--- src/rtl/mem_arb_pkg.sv ---
// Shared types and helpers for the memory channel arbiter.
package mem_arb_pkg;

  typedef enum logic [2:0] {
    IDLE           = 3'd0,
    READ_WAITING   = 3'd1,
    WRITE_WAITING  = 3'd2,
    READ_RELAYING  = 3'd3,
    WRITE_RELAYING = 3'd4
  } channel_state_t;

  // Width of a consumer index; never narrower than one bit.
  function automatic int idx_width(input int n);
    return (n < 2) ? 1 : $clog2(n);
  endfunction

  // Increment with an explicit wrap so non-power-of-two counts work.
  function automatic int wrap_inc(input int idx, input int n);
    return (idx + 1 >= n) ? 0 : idx + 1;
  endfunction

endpackage

--- src/rtl/mem_channel_arbiter_if.sv ---
// Requester and memory-side bundle for the channel arbiter.
// slave: arbiter view; master: requesters plus memory view.
interface mem_channel_arbiter_if #(
  parameter int NUM_CONSUMERS = 8,
  parameter int NUM_CHANNELS  = 2,
  parameter int ADDR_BITS     = 8,
  parameter int DATA_BITS     = 8
);
  logic [NUM_CONSUMERS-1:0]                consumer_read_valid;
  logic [NUM_CONSUMERS-1:0][ADDR_BITS-1:0] consumer_read_address;
  logic [NUM_CONSUMERS-1:0]                consumer_read_ready;
  logic [NUM_CONSUMERS-1:0][DATA_BITS-1:0] consumer_read_data;
  logic [NUM_CONSUMERS-1:0]                consumer_write_valid;
  logic [NUM_CONSUMERS-1:0][ADDR_BITS-1:0] consumer_write_address;
  logic [NUM_CONSUMERS-1:0][DATA_BITS-1:0] consumer_write_data;
  logic [NUM_CONSUMERS-1:0]                consumer_write_ready;

  logic [NUM_CHANNELS-1:0]                 mem_read_valid;
  logic [NUM_CHANNELS-1:0][ADDR_BITS-1:0]  mem_read_address;
  logic [NUM_CHANNELS-1:0]                 mem_read_ready;
  logic [NUM_CHANNELS-1:0][DATA_BITS-1:0]  mem_read_data;
  logic [NUM_CHANNELS-1:0]                 mem_write_valid;
  logic [NUM_CHANNELS-1:0][ADDR_BITS-1:0]  mem_write_address;
  logic [NUM_CHANNELS-1:0][DATA_BITS-1:0]  mem_write_data;
  logic [NUM_CHANNELS-1:0]                 mem_write_ready;

  modport slave (
    input  consumer_read_valid, consumer_read_address,
    input  consumer_write_valid, consumer_write_address, consumer_write_data,
    output consumer_read_ready, consumer_read_data, consumer_write_ready,
    output mem_read_valid, mem_read_address,
    output mem_write_valid, mem_write_address, mem_write_data,
    input  mem_read_ready, mem_read_data, mem_write_ready
  );

  modport master (
    output consumer_read_valid, consumer_read_address,
    output consumer_write_valid, consumer_write_address, consumer_write_data,
    input  consumer_read_ready, consumer_read_data, consumer_write_ready,
    input  mem_read_valid, mem_read_address,
    input  mem_write_valid, mem_write_address, mem_write_data,
    output mem_read_ready, mem_read_data, mem_write_ready
  );
endinterface

--- src/rtl/mem_channel_arbiter_rr_picker.sv ---
// Rotating find-first-set: first set bit at or after i_ptr, wrapping.
module rr_picker #(
  parameter int N = 8,
  parameter int W = 3
) (
  input  logic [N-1:0] i_req,
  input  logic [W-1:0] i_ptr,
  output logic         o_found,
  output logic [W-1:0] o_idx
);

  // Walk N candidates from the pointer; the first hit wins.
  always_comb begin
    int cand;
    cand    = 0;
    o_found = 1'b0;
    o_idx   = '0;
    for (int i = 0; i < N; i++) begin
      cand = int'(i_ptr) + i;
      if (cand >= N) cand = cand - N;
      if (!o_found && i_req[cand]) begin
        o_found = 1'b1;
        o_idx   = W'(cand);
      end
    end
  end

endmodule

--- src/rtl/mem_channel_arbiter.sv ---
// Shares NUM_CHANNELS memory channels among NUM_CONSUMERS requesters.
// Each channel runs its own grant/wait/relay FSM with a private rr pointer.
module mem_channel_arbiter
  import mem_arb_pkg::*;
#(
  parameter int NUM_CONSUMERS = 8,
  parameter int NUM_CHANNELS  = 2,
  parameter int ADDR_BITS     = 8,
  parameter int DATA_BITS     = 8,
  parameter int WRITE_ENABLE  = 1
) (
  input  logic                 clk,
  input  logic                 reset,
  mem_channel_arbiter_if.slave bus
);

  localparam int CW    = idx_width(NUM_CONSUMERS);
  localparam bit WR_EN = (WRITE_ENABLE != 0);

  logic [NUM_CONSUMERS-1:0] w_rd_req, w_wr_req, w_req;
  assign w_rd_req = bus.consumer_read_valid;
  assign w_wr_req = WR_EN ? bus.consumer_write_valid : '0;
  assign w_req    = w_rd_req | w_wr_req;

  channel_state_t r_state [NUM_CHANNELS];
  channel_state_t w_state_next [NUM_CHANNELS];
  logic [CW-1:0]  r_cur [NUM_CHANNELS];
  logic [CW-1:0]  w_cur_next [NUM_CHANNELS];
  logic [CW-1:0]  r_ptr [NUM_CHANNELS];
  logic [CW-1:0]  w_ptr_next [NUM_CHANNELS];
  logic [NUM_CONSUMERS-1:0] r_busy, w_busy_next;

  logic [NUM_CHANNELS-1:0]                r_mrd_valid, w_mrd_valid_next;
  logic [NUM_CHANNELS-1:0][ADDR_BITS-1:0] r_mrd_addr, w_mrd_addr_next;
  logic [NUM_CHANNELS-1:0]                r_mwr_valid, w_mwr_valid_next;
  logic [NUM_CHANNELS-1:0][ADDR_BITS-1:0] r_mwr_addr, w_mwr_addr_next;
  logic [NUM_CHANNELS-1:0][DATA_BITS-1:0] r_mwr_data, w_mwr_data_next;
  logic [NUM_CONSUMERS-1:0]                r_crd_ready, w_crd_ready_next;
  logic [NUM_CONSUMERS-1:0][DATA_BITS-1:0] r_crd_data, w_crd_data_next;
  logic [NUM_CONSUMERS-1:0]                r_cwr_ready, w_cwr_ready_next;

  logic          w_take [NUM_CHANNELS];
  logic [CW-1:0] w_pick [NUM_CHANNELS];

  // Picker chain: each channel sees requests minus busy owners minus the
  // grants made by lower-numbered channels in this same cycle.
  genvar gi;
  for (gi = 0; gi < NUM_CHANNELS; gi++) begin : gen_ch
    logic [NUM_CONSUMERS-1:0] w_avail;
    logic                     w_found;
    logic [CW-1:0]            w_idx;

    if (gi == 0) begin : gen_head
      assign w_avail = w_req & ~r_busy;
    end else begin : gen_link
      assign w_avail = gen_ch[gi-1].gen_fwd.w_avail_fwd;
    end

    rr_picker #(.N(NUM_CONSUMERS), .W(CW)) u_picker (
      .i_req   (w_avail),
      .i_ptr   (r_ptr[gi]),
      .o_found (w_found),
      .o_idx   (w_idx)
    );

    assign w_take[gi] = w_found && (r_state[gi] == IDLE);
    assign w_pick[gi] = w_idx;

    if (gi < NUM_CHANNELS - 1) begin : gen_fwd
      logic [NUM_CONSUMERS-1:0] w_avail_fwd;
      assign w_avail_fwd = w_take[gi] ? (w_avail & ~(NUM_CONSUMERS'(1) << w_idx)) : w_avail;
    end
  end

  // Per-channel next-state and output-register updates, channels in order.
  always_comb begin
    w_busy_next      = r_busy;
    w_mrd_valid_next = r_mrd_valid;
    w_mrd_addr_next  = r_mrd_addr;
    w_mwr_valid_next = r_mwr_valid;
    w_mwr_addr_next  = r_mwr_addr;
    w_mwr_data_next  = r_mwr_data;
    w_crd_ready_next = r_crd_ready;
    w_crd_data_next  = r_crd_data;
    w_cwr_ready_next = r_cwr_ready;
    for (int k = 0; k < NUM_CHANNELS; k++) begin
      w_state_next[k] = r_state[k];
      w_cur_next[k]   = r_cur[k];
      w_ptr_next[k]   = r_ptr[k];
      case (r_state[k])
        IDLE: begin
          if (w_take[k]) begin
            w_busy_next[w_pick[k]] = 1'b1;
            w_cur_next[k]          = w_pick[k];
            w_ptr_next[k]          = CW'(wrap_inc(int'(w_pick[k]), NUM_CONSUMERS));
            if (w_rd_req[w_pick[k]]) begin
              w_state_next[k]     = READ_WAITING;
              w_mrd_valid_next[k] = 1'b1;
              w_mrd_addr_next[k]  = bus.consumer_read_address[w_pick[k]];
            end else if (WR_EN) begin
              w_state_next[k]     = WRITE_WAITING;
              w_mwr_valid_next[k] = 1'b1;
              w_mwr_addr_next[k]  = bus.consumer_write_address[w_pick[k]];
              w_mwr_data_next[k]  = bus.consumer_write_data[w_pick[k]];
            end
          end
        end
        READ_WAITING: begin
          if (bus.mem_read_ready[k]) begin
            w_crd_data_next[r_cur[k]]  = bus.mem_read_data[k];
            w_crd_ready_next[r_cur[k]] = 1'b1;
            w_mrd_valid_next[k]        = 1'b0;
            w_state_next[k]            = READ_RELAYING;
          end
        end
        WRITE_WAITING: begin
          if (bus.mem_write_ready[k]) begin
            w_cwr_ready_next[r_cur[k]] = 1'b1;
            w_mwr_valid_next[k]        = 1'b0;
            w_state_next[k]            = WRITE_RELAYING;
          end
        end
        READ_RELAYING: begin
          if (!w_rd_req[r_cur[k]]) begin
            w_crd_ready_next[r_cur[k]] = 1'b0;
            w_busy_next[r_cur[k]]      = 1'b0;
            w_state_next[k]            = IDLE;
          end
        end
        WRITE_RELAYING: begin
          if (!w_wr_req[r_cur[k]]) begin
            w_cwr_ready_next[r_cur[k]] = 1'b0;
            w_busy_next[r_cur[k]]      = 1'b0;
            w_state_next[k]            = IDLE;
          end
        end
        default: w_state_next[k] = IDLE;
      endcase
    end
  end

  // State and output registers; reset abandons any in-flight transaction.
  always_ff @(posedge clk or negedge reset) begin
    if (!reset) begin
      for (int k = 0; k < NUM_CHANNELS; k++) begin
        r_state[k] <= IDLE;
        r_cur[k]   <= '0;
        r_ptr[k]   <= '0;
      end
      r_busy      <= '0;
      r_mrd_valid <= '0;
      r_mrd_addr  <= '0;
      r_mwr_valid <= '0;
      r_mwr_addr  <= '0;
      r_mwr_data  <= '0;
      r_crd_ready <= '0;
      r_crd_data  <= '0;
      r_cwr_ready <= '0;
    end else begin
      for (int k = 0; k < NUM_CHANNELS; k++) begin
        r_state[k] <= w_state_next[k];
        r_cur[k]   <= w_cur_next[k];
        r_ptr[k]   <= w_ptr_next[k];
      end
      r_busy      <= w_busy_next;
      r_mrd_valid <= w_mrd_valid_next;
      r_mrd_addr  <= w_mrd_addr_next;
      r_mwr_valid <= w_mwr_valid_next;
      r_mwr_addr  <= w_mwr_addr_next;
      r_mwr_data  <= w_mwr_data_next;
      r_crd_ready <= w_crd_ready_next;
      r_crd_data  <= w_crd_data_next;
      r_cwr_ready <= w_cwr_ready_next;
    end
  end

  assign bus.mem_read_valid       = r_mrd_valid;
  assign bus.mem_read_address     = r_mrd_addr;
  assign bus.mem_write_valid      = r_mwr_valid;
  assign bus.mem_write_address    = r_mwr_addr;
  assign bus.mem_write_data       = r_mwr_data;
  assign bus.consumer_read_ready  = r_crd_ready;
  assign bus.consumer_read_data   = r_crd_data;
  assign bus.consumer_write_ready = r_cwr_ready;

endmodule

--- src/flat_wrapper.sv ---
// flat-port wrapper written by rule: the top's interface ports become plain ports
module mem_channel_arbiter_flat import mem_arb_pkg::*;
#(
  parameter int NUM_CONSUMERS = 8,
  parameter int NUM_CHANNELS  = 2,
  parameter int ADDR_BITS     = 8,
  parameter int DATA_BITS     = 8,
  parameter int WRITE_ENABLE  = 1
)
  (clk, reset, bus_consumer_read_valid, bus_consumer_read_address, bus_consumer_write_valid, bus_consumer_write_address, bus_consumer_write_data, bus_consumer_read_ready, bus_consumer_read_data, bus_consumer_write_ready, bus_mem_read_valid, bus_mem_read_address, bus_mem_write_valid, bus_mem_write_address, bus_mem_write_data, bus_mem_read_ready, bus_mem_read_data, bus_mem_write_ready);
  mem_channel_arbiter_if #(.NUM_CONSUMERS(NUM_CONSUMERS), .NUM_CHANNELS(NUM_CHANNELS), .ADDR_BITS(ADDR_BITS), .DATA_BITS(DATA_BITS)) bus_i ();
  input  logic clk;
  input  logic reset;
  input wire logic [$bits(bus_i.consumer_read_valid)-1:0] bus_consumer_read_valid;
  input wire logic [$bits(bus_i.consumer_read_address)-1:0] bus_consumer_read_address;
  input wire logic [$bits(bus_i.consumer_write_valid)-1:0] bus_consumer_write_valid;
  input wire logic [$bits(bus_i.consumer_write_address)-1:0] bus_consumer_write_address;
  input wire logic [$bits(bus_i.consumer_write_data)-1:0] bus_consumer_write_data;
  output wire logic [$bits(bus_i.consumer_read_ready)-1:0] bus_consumer_read_ready;
  output wire logic [$bits(bus_i.consumer_read_data)-1:0] bus_consumer_read_data;
  output wire logic [$bits(bus_i.consumer_write_ready)-1:0] bus_consumer_write_ready;
  output wire logic [$bits(bus_i.mem_read_valid)-1:0] bus_mem_read_valid;
  output wire logic [$bits(bus_i.mem_read_address)-1:0] bus_mem_read_address;
  output wire logic [$bits(bus_i.mem_write_valid)-1:0] bus_mem_write_valid;
  output wire logic [$bits(bus_i.mem_write_address)-1:0] bus_mem_write_address;
  output wire logic [$bits(bus_i.mem_write_data)-1:0] bus_mem_write_data;
  input wire logic [$bits(bus_i.mem_read_ready)-1:0] bus_mem_read_ready;
  input wire logic [$bits(bus_i.mem_read_data)-1:0] bus_mem_read_data;
  input wire logic [$bits(bus_i.mem_write_ready)-1:0] bus_mem_write_ready;
  assign bus_i.consumer_read_valid = bus_consumer_read_valid;
  assign bus_i.consumer_read_address = bus_consumer_read_address;
  assign bus_i.consumer_write_valid = bus_consumer_write_valid;
  assign bus_i.consumer_write_address = bus_consumer_write_address;
  assign bus_i.consumer_write_data = bus_consumer_write_data;
  assign bus_consumer_read_ready = bus_i.consumer_read_ready;
  assign bus_consumer_read_data = bus_i.consumer_read_data;
  assign bus_consumer_write_ready = bus_i.consumer_write_ready;
  assign bus_mem_read_valid = bus_i.mem_read_valid;
  assign bus_mem_read_address = bus_i.mem_read_address;
  assign bus_mem_write_valid = bus_i.mem_write_valid;
  assign bus_mem_write_address = bus_i.mem_write_address;
  assign bus_mem_write_data = bus_i.mem_write_data;
  assign bus_i.mem_read_ready = bus_mem_read_ready;
  assign bus_i.mem_read_data = bus_mem_read_data;
  assign bus_i.mem_write_ready = bus_mem_write_ready;
  mem_channel_arbiter #(.NUM_CONSUMERS(NUM_CONSUMERS), .NUM_CHANNELS(NUM_CHANNELS), .ADDR_BITS(ADDR_BITS), .DATA_BITS(DATA_BITS), .WRITE_ENABLE(WRITE_ENABLE)) u_core (.clk(clk), .reset(reset), .bus(bus_i));
endmodule
--- config.mk ---
export PLATFORM = sky130hd
export DESIGN_NAME = mem_channel_arbiter_flat
export DESIGN_NICKNAME = d
export VERILOG_FILES = /design/src/rtl/mem_arb_pkg.sv /design/src/rtl/mem_channel_arbiter_if.sv /design/src/rtl/mem_channel_arbiter_rr_picker.sv /design/src/rtl/mem_channel_arbiter.sv /design/src/flat_wrapper.sv
export SDC_FILE = /design/constraint.sdc
export NUM_CORES = 1
export LEC_CHECK = 0
export CAP_MARGIN = 15
export CORE_MARGIN = 1.5
export CORE_UTILIZATION = 55
export CTS_BUF_LIST = sky130_fd_sc_hd__clkbuf_8 sky130_fd_sc_hd__clkbuf_16
export DETAILED_ROUTE_END_ITERATION = 10
export DONT_BUFFER_PORTS = 1
export GPL_ROUTABILITY_DRIVEN = 0
export HOLD_SLACK_MARGIN = 0.03
export PLACE_DENSITY = 0.73
export SYNTH_ARGS = -nofsm -noshare
export SYNTH_HDL_FRONTEND = slang
export SYNTH_HIERARCHICAL = 1
export SYNTH_SLANG_ARGS = --single-unit
--- constraint.sdc ---
create_clock -name clk -period 7.3 [get_ports clk]
set_input_delay 1.095 -clock clk [delete_from_list [all_inputs] [get_ports clk]]
set_output_delay 1.095 -clock clk [all_outputs]
set_load 0.005 [all_outputs]
# Yosys cells after proc, flatten, opt, wreduce, memory -nomap -nowiden
# Index checks and enable logic that the tools add are counted.
# word_totals
elab_cells	388
ff_bits	158
# classes
bitwise	21
n_shift	1
n_mux	191
magnitude_cmp	42
n_reduce_logical	52
n_eq_ne	22
addsub	32
# op_table
op	n
$lt 32x5->1 const B	16
$mux 32	16
$mux 64	4
$mux 8	23
$bmux 8 s3	6
$bwmux 64	2
$mux 3	28
$mux 1	70
$sub 4x4->5 const B	14
$bmux 1 s3	22
$and 8x8->8	8
$ge 4x4->1 const B	16
$pmux 8 s2	4
$or 8x8->8	7
$demux 8 s3	2
$pmux 8 s3	2
$add 3x3->4 const B	8
$not 8->8	4
$pmux 3 s5	2
$ne 2x2->1 const B	12
$logic_and 1x1->1	20
$add 3x1->4 const B	4
$add 3x2->4 const B	4
$lt 3x4->1 const B	4
other kinds (19)	63

# Logic depth before layout (Yosys ltp)
# logic_depth
depth_word	63
depth_mapped	30

# Cells and area by module
# The synthesis kept the hierarchy.
# by_module_without_submodules
mod	seq_area_each_um2	n_inst	cells_each	area_per_inst_um2
mem_channel_arbiter	3953.8	1	1037	10632.7
rr_picker at u_core.gen_ch[1].u_picker	0.0	1	102	1069.8
rr_picker at u_core.gen_ch[0].u_picker	0.0	1	104	977.2

# Worst setup path before layout
# No wires, ideal clock.
# synth_timing
kind	flip-flop to flip-flop
from	register u_core/r_ptr[4] (netlist bit)
to	register u_core.r_mwr_addr, in the netlist u_core/bus.mem_write_address[14]
path_stages_with_launch	28
setup_time_ns	0.136
arrival_ns	7.897
setup_slack_ns	-0.732
cell_sequence	dfrtp_1 > clkbuf_1 > clkbuf_1 > inv_1 > ha_1 > clkbuf_1 > mux4_2 > and2_4 > or4_4 > a211oi_4 > a311oi_1 > a21boi_1 > buf_2 > inv_1 > clkbuf_1 > clkbuf_1 > nor2_1 > a21boi_0 > mux2_1 > mux4_2 > o32a_4 > or2_1 > o221ai_1 > clkbuf_1 > buf_1 > mux4_2 > mux2i_1 > o21ai_0
# synth_between
elab_chain_cells	60
elab_cells_between_ends	151
cone_classes	add/sub: 15; order compare: 8; shift: 1; mux: 93; bitwise: 3; reduce/logical: 31
# synth_lines
element	line	source
start, declared	mem_channel_arbiter.sv:29	logic [CW-1:0] r_ptr [NUM_CHANNELS];
start signal, assigned by index	mem_channel_arbiter.sv:163	r_ptr[k] <= w_ptr_next[k];
parallel branches: the longest is 26 deep, another holds $sub 4x4->5	-	
$mux 3 *	mem_channel_arbiter_rr_picker.sv:21	if (!o_found && i_req[cand]) begin
via u_core.gen_ch[0].w_idx[2]	mem_channel_arbiter.sv:51	logic [CW-1:0] w_idx;
$shl 1x3->8 *	mem_channel_arbiter.sv:71	assign w_avail_fwd = w_take[gi] ? (w_avail & ~(NUM_CONSUMERS'(1) << w_idx)) : w_avail;
$not 8->8 *	mem_channel_arbiter.sv:71	
$and 8x8->8 *	mem_channel_arbiter.sv:71	
$mux 8 *	mem_channel_arbiter.sv:71	
via u_core.gen_ch[0].gen_fwd.w_avail_fwd[4]	mem_channel_arbiter.sv:70	logic [NUM_CONSUMERS-1:0] w_avail_fwd;
[22 not listed]	-	
$logic_not 1->1	mem_channel_arbiter_rr_picker.sv:21	
$logic_and 1x1->1	mem_channel_arbiter_rr_picker.sv:21	
$mux 3 *	mem_channel_arbiter_rr_picker.sv:21	
via u_core.gen_ch[1].w_idx[0]	mem_channel_arbiter.sv:51	
$bmux 1 s3	mem_channel_arbiter.sv:96	if (w_rd_req[w_pick[k]]) begin
$mux 1 (not written as such)	mem_channel_arbiter.sv:96	
$not 1->1 (no line)	-	
$reduce_and 3->1 (no line)	-	
end signal, assigned	mem_channel_arbiter.sv:169	r_mwr_addr <= w_mwr_addr_next;
end, declared	mem_channel_arbiter.sv:36	logic [NUM_CHANNELS-1:0][ADDR_BITS-1:0] r_mwr_addr, w_mwr_addr_next;
# Mark *: on every way through the listed nets, which the timed path passes. The select of a mux whose other input is x is not followed.
# A chain may end at the register's enable or synchronous reset.

# Worst setup path after layout
# layout_timing
from	register u_core/r_ptr[4] (netlist bit)
to	register u_core.r_mwr_addr, in the netlist u_core/bus.mem_write_address[12]
# The elaborated chain is that of the path after synthesis.

==> reports/metrics.yaml <==
r2r_slack_ns: 0.42
vias_per_cell: 7.28
grt_start_max_net_pins: 159
routed_wl_mm: 41.6
numCtsBuffers: 17
ys_top_cells_by_count: "dfrtp_1 (158), nand2_1 (138), nor2_1 (115)"
synth_compound_area_frac: 0.156
wire_per_inst_um: 27.6
finalSetupViolCount: 0
hold_path_class: "input port to asynchronous set/reset pin"
grt_pass1_wl_mm: 63.9
grt_pass1_vias: 10900
post-synth-top-count-cell: "dfrtp_1"
worstPathMaxFanout: 33
die-area_mm2: 0.0240
cp.depth: 25
postRouteAntennaNets: 0
fin_ws_ns: 0.425
crit_path_start: "u_core/r_ptr[4]"
cp-end-kind: "flip-flop"
grt_antenna_before_repair: 2
grt.overflow.total: 0
timing.final.crit_period_ns: 6.88
area_delta_synth_final_pct: 7.44
vias: 11000
drive_gt1_frac: 0.231
cp-endpoint: "u_core/bus.mem_write_address[12]"
cts_hold_buf: 0
synth_top_area_frac: 0.312
io_buffers: 0
ios: 362
skew_ns: 0.0174
synth_ff_type: "dfrtp_1"
nets: 1449
max_cap_viol_count: 0
start_kind: "flip-flop"
synth_top_cell_by_area: "dfrtp_1"
die_w_um: 155
reg2reg_from: "u_core/r_ptr[4]"
reg2reg_to: "u_core/bus.mem_write_address[12]"
reg2reg_depth: 25
htree_levels: 4
synth.area.top_cells: "dfrtp_1 (31%), mux4_2 (18%), mux2i_1 (8.5%), mux2_2 (5.5%), nand2_1 (4.1%)"
drc: 0
clock_latency_ns: 0.44
async_reset_ff_frac: 1.00
setup_tns_ns: 0
num_rows: 55
die_h_um: 155
synth-xor-area-share: 0.00345
synthMuxAreaShare: 0.347
start_util: 0.560
synth_nets: 1484
cts.path.max_buffers: 2
dpl.hpwl_mm: 30.8
cts_tree: "built"
place_ws_ns: 0.0450
ys_seq_area_frac: 0.312
grt_usage: 0.348
dr.pass1.iters: 8
worstPathArrival_ns: 7.19
worst_pin_slew_ns: 1.05
rsz0062_at_grt: "no"
critPathKind: "flip-flop to flip-flop"
status: "finished, final reports clean"
synth_top_family_by_area: "multiplexers"
max_stage_delay_ns: 0.57
synth-adder-area-share: 0.0109
whs_ns: 0.345
final_min_period_over_clock_period: 0.942
synth_seq_cells: 158
yosys_warnings: 6
path_buf_inv: 6
hold_viol_final: 0
cts_sinks: 158
core_area_mm2: 0.0226
clk_pin_slew_ns: 0.08
maxSlewViolCount: 0
relSlewSlack: 0.297
cts_setup_buffers: 0
cpMaxStageDelayCell: "ha_1"
yosys.area_share.simple: 0.123
cp.required_ns: 7.62
drt_iter0_drc: 1211
syn_area_mm2: 0.0127
syn_inst: 1243
fmax_mhz: 145
syn_avg_cell_area_um2: 10.2
synth-edff-count: 0
crit_path_frequent_cell: "buf_4"
final_util: 0.602
synth.distinct_cells: 82
cp_top_family: "multiplexers"
clock-root-buffer: "clkbuf_16"
antenna_cells: 0
-- worst register-to-register path, cell delays in order, from the launching register on --
cell,delay [ns]
dfrtp_1,0.34
inv_1,0.10
ha_1,0.57
mux4_2,0.43
and2_4,0.19
or4_4,0.54
a211oi_4,0.31
buf_4,0.18
nand3b_1,0.12
a21oi_4,0.18
buf_4,0.15
ha_1,0.16
a21boi_0,0.21
buf_4,0.23
mux2_1,0.31
mux4_2,0.51
o32a_4,0.27
or2_1,0.30
o221ai_4,0.30
mux4_2,0.54
mux2i_1,0.19
buf_4,0.17
nand2_1,0.09
buf_12,0.23
nand2_1,0.08
o21ai_0,0.08
-- metal layers --
layer / vias up / GRT usage / part of all wire
met3: 105 / 0.150 / 0.15
met1: 5408 / 0.431 / 0.36
li1: 4646 / - / -
met2: 803 / 0.551 / 0.46
met4: 4 / 0.109 / 0.027
met5: - / 0 / 0.00070
-- metrics by stage --
stage	cell area, µm²	cells
6_report	13600	1506
5_1_grt	13600	1506
2_1_floorplan	12700	1243
4_1_cts	13600	1506
3_3_place_gp	13000	1473
3_5_place_dp	13000	1474
-- logic make-up after synthesis --
| kind of cell | count (synthesis) |
|---|---|
| simple gates | 344 |
| compound gates | 306 |
| mux | 292 |
| flops | 158 |
| buf+inv | 127 |
| fa+ha+maj | 11 |
| xor+xnor | 5 |
-- cells in the final DEF (no fill, tap or decap), drive strengths merged, types with 32 or more instances in the layout --
cell   instances
a21oi         85
mux2          76
mux2i        108
nor2         120
inv           32
mux4         108
dfrtp        158
buf           49
nand2        139
o21ai         84
-- state kept, by name, summed over array words and instances, names as in the netlist --
register                         flops
u_core/bus.mem_write_data           16
u_core/bus.mem_read_valid            2
u_core/bus.consumer_read_ready       8
u_core/bus.mem_write_valid           2
u_core/r_cur                         6
u_core/r_busy                        8
u_core/bus.consumer_write_ready      8
u_core/bus.mem_write_address        16
u_core/r_ptr                         6
u_core/bus.consumer_read_data       64
u_core/bus.mem_read_address         16
u_core/r_state                       6
-- cell type report --
type / instances / area [µm²]
clock buffer: 17 / 425
clock inverter: 15 / 188
fill: 1837 / 9020
inverter: 24 / 90.1
multi-input combinational: 958 / 8190
sequential: 158 / 3950
tap: 285 / 357
timing repair buffer: 49 / 422
-- how the worst min path moves through the flow --
| stage | slack (ns) | cells after the start | endpoint | start |
|---|---|---|---|---|
| floorplan | 0.47 | 2 | u_core/bus.mem_write_valid[1] | u_core/bus.mem_write_valid[1] |
| global placement | 0.51 | 1 | u_core/bus.mem_read_valid[0] | u_core/bus.mem_read_valid[0] |
| detailed placement | 0.52 | 1 | u_core/bus.mem_write_data[6] | u_core/bus.mem_write_data[6] |
| CTS | 0.33 | 0 | u_core/bus.mem_write_address[6] | reset |
| global route | 0.32 | 0 | u_core/bus.mem_write_address[6] | reset |
| finish | 0.34 | 0 | u_core/bus.mem_write_address[6] | reset |
-- timing repair --
item / CTS / global route
resized for setup: 0 / 1
endpoints found under the hold margin: 0 / 0
setup endpoints to repair: 0 / 19
Power is left out: the tool's default activity adds up to more than one toggle a clock period on the data nets, which glitch-free logic cannot reach.
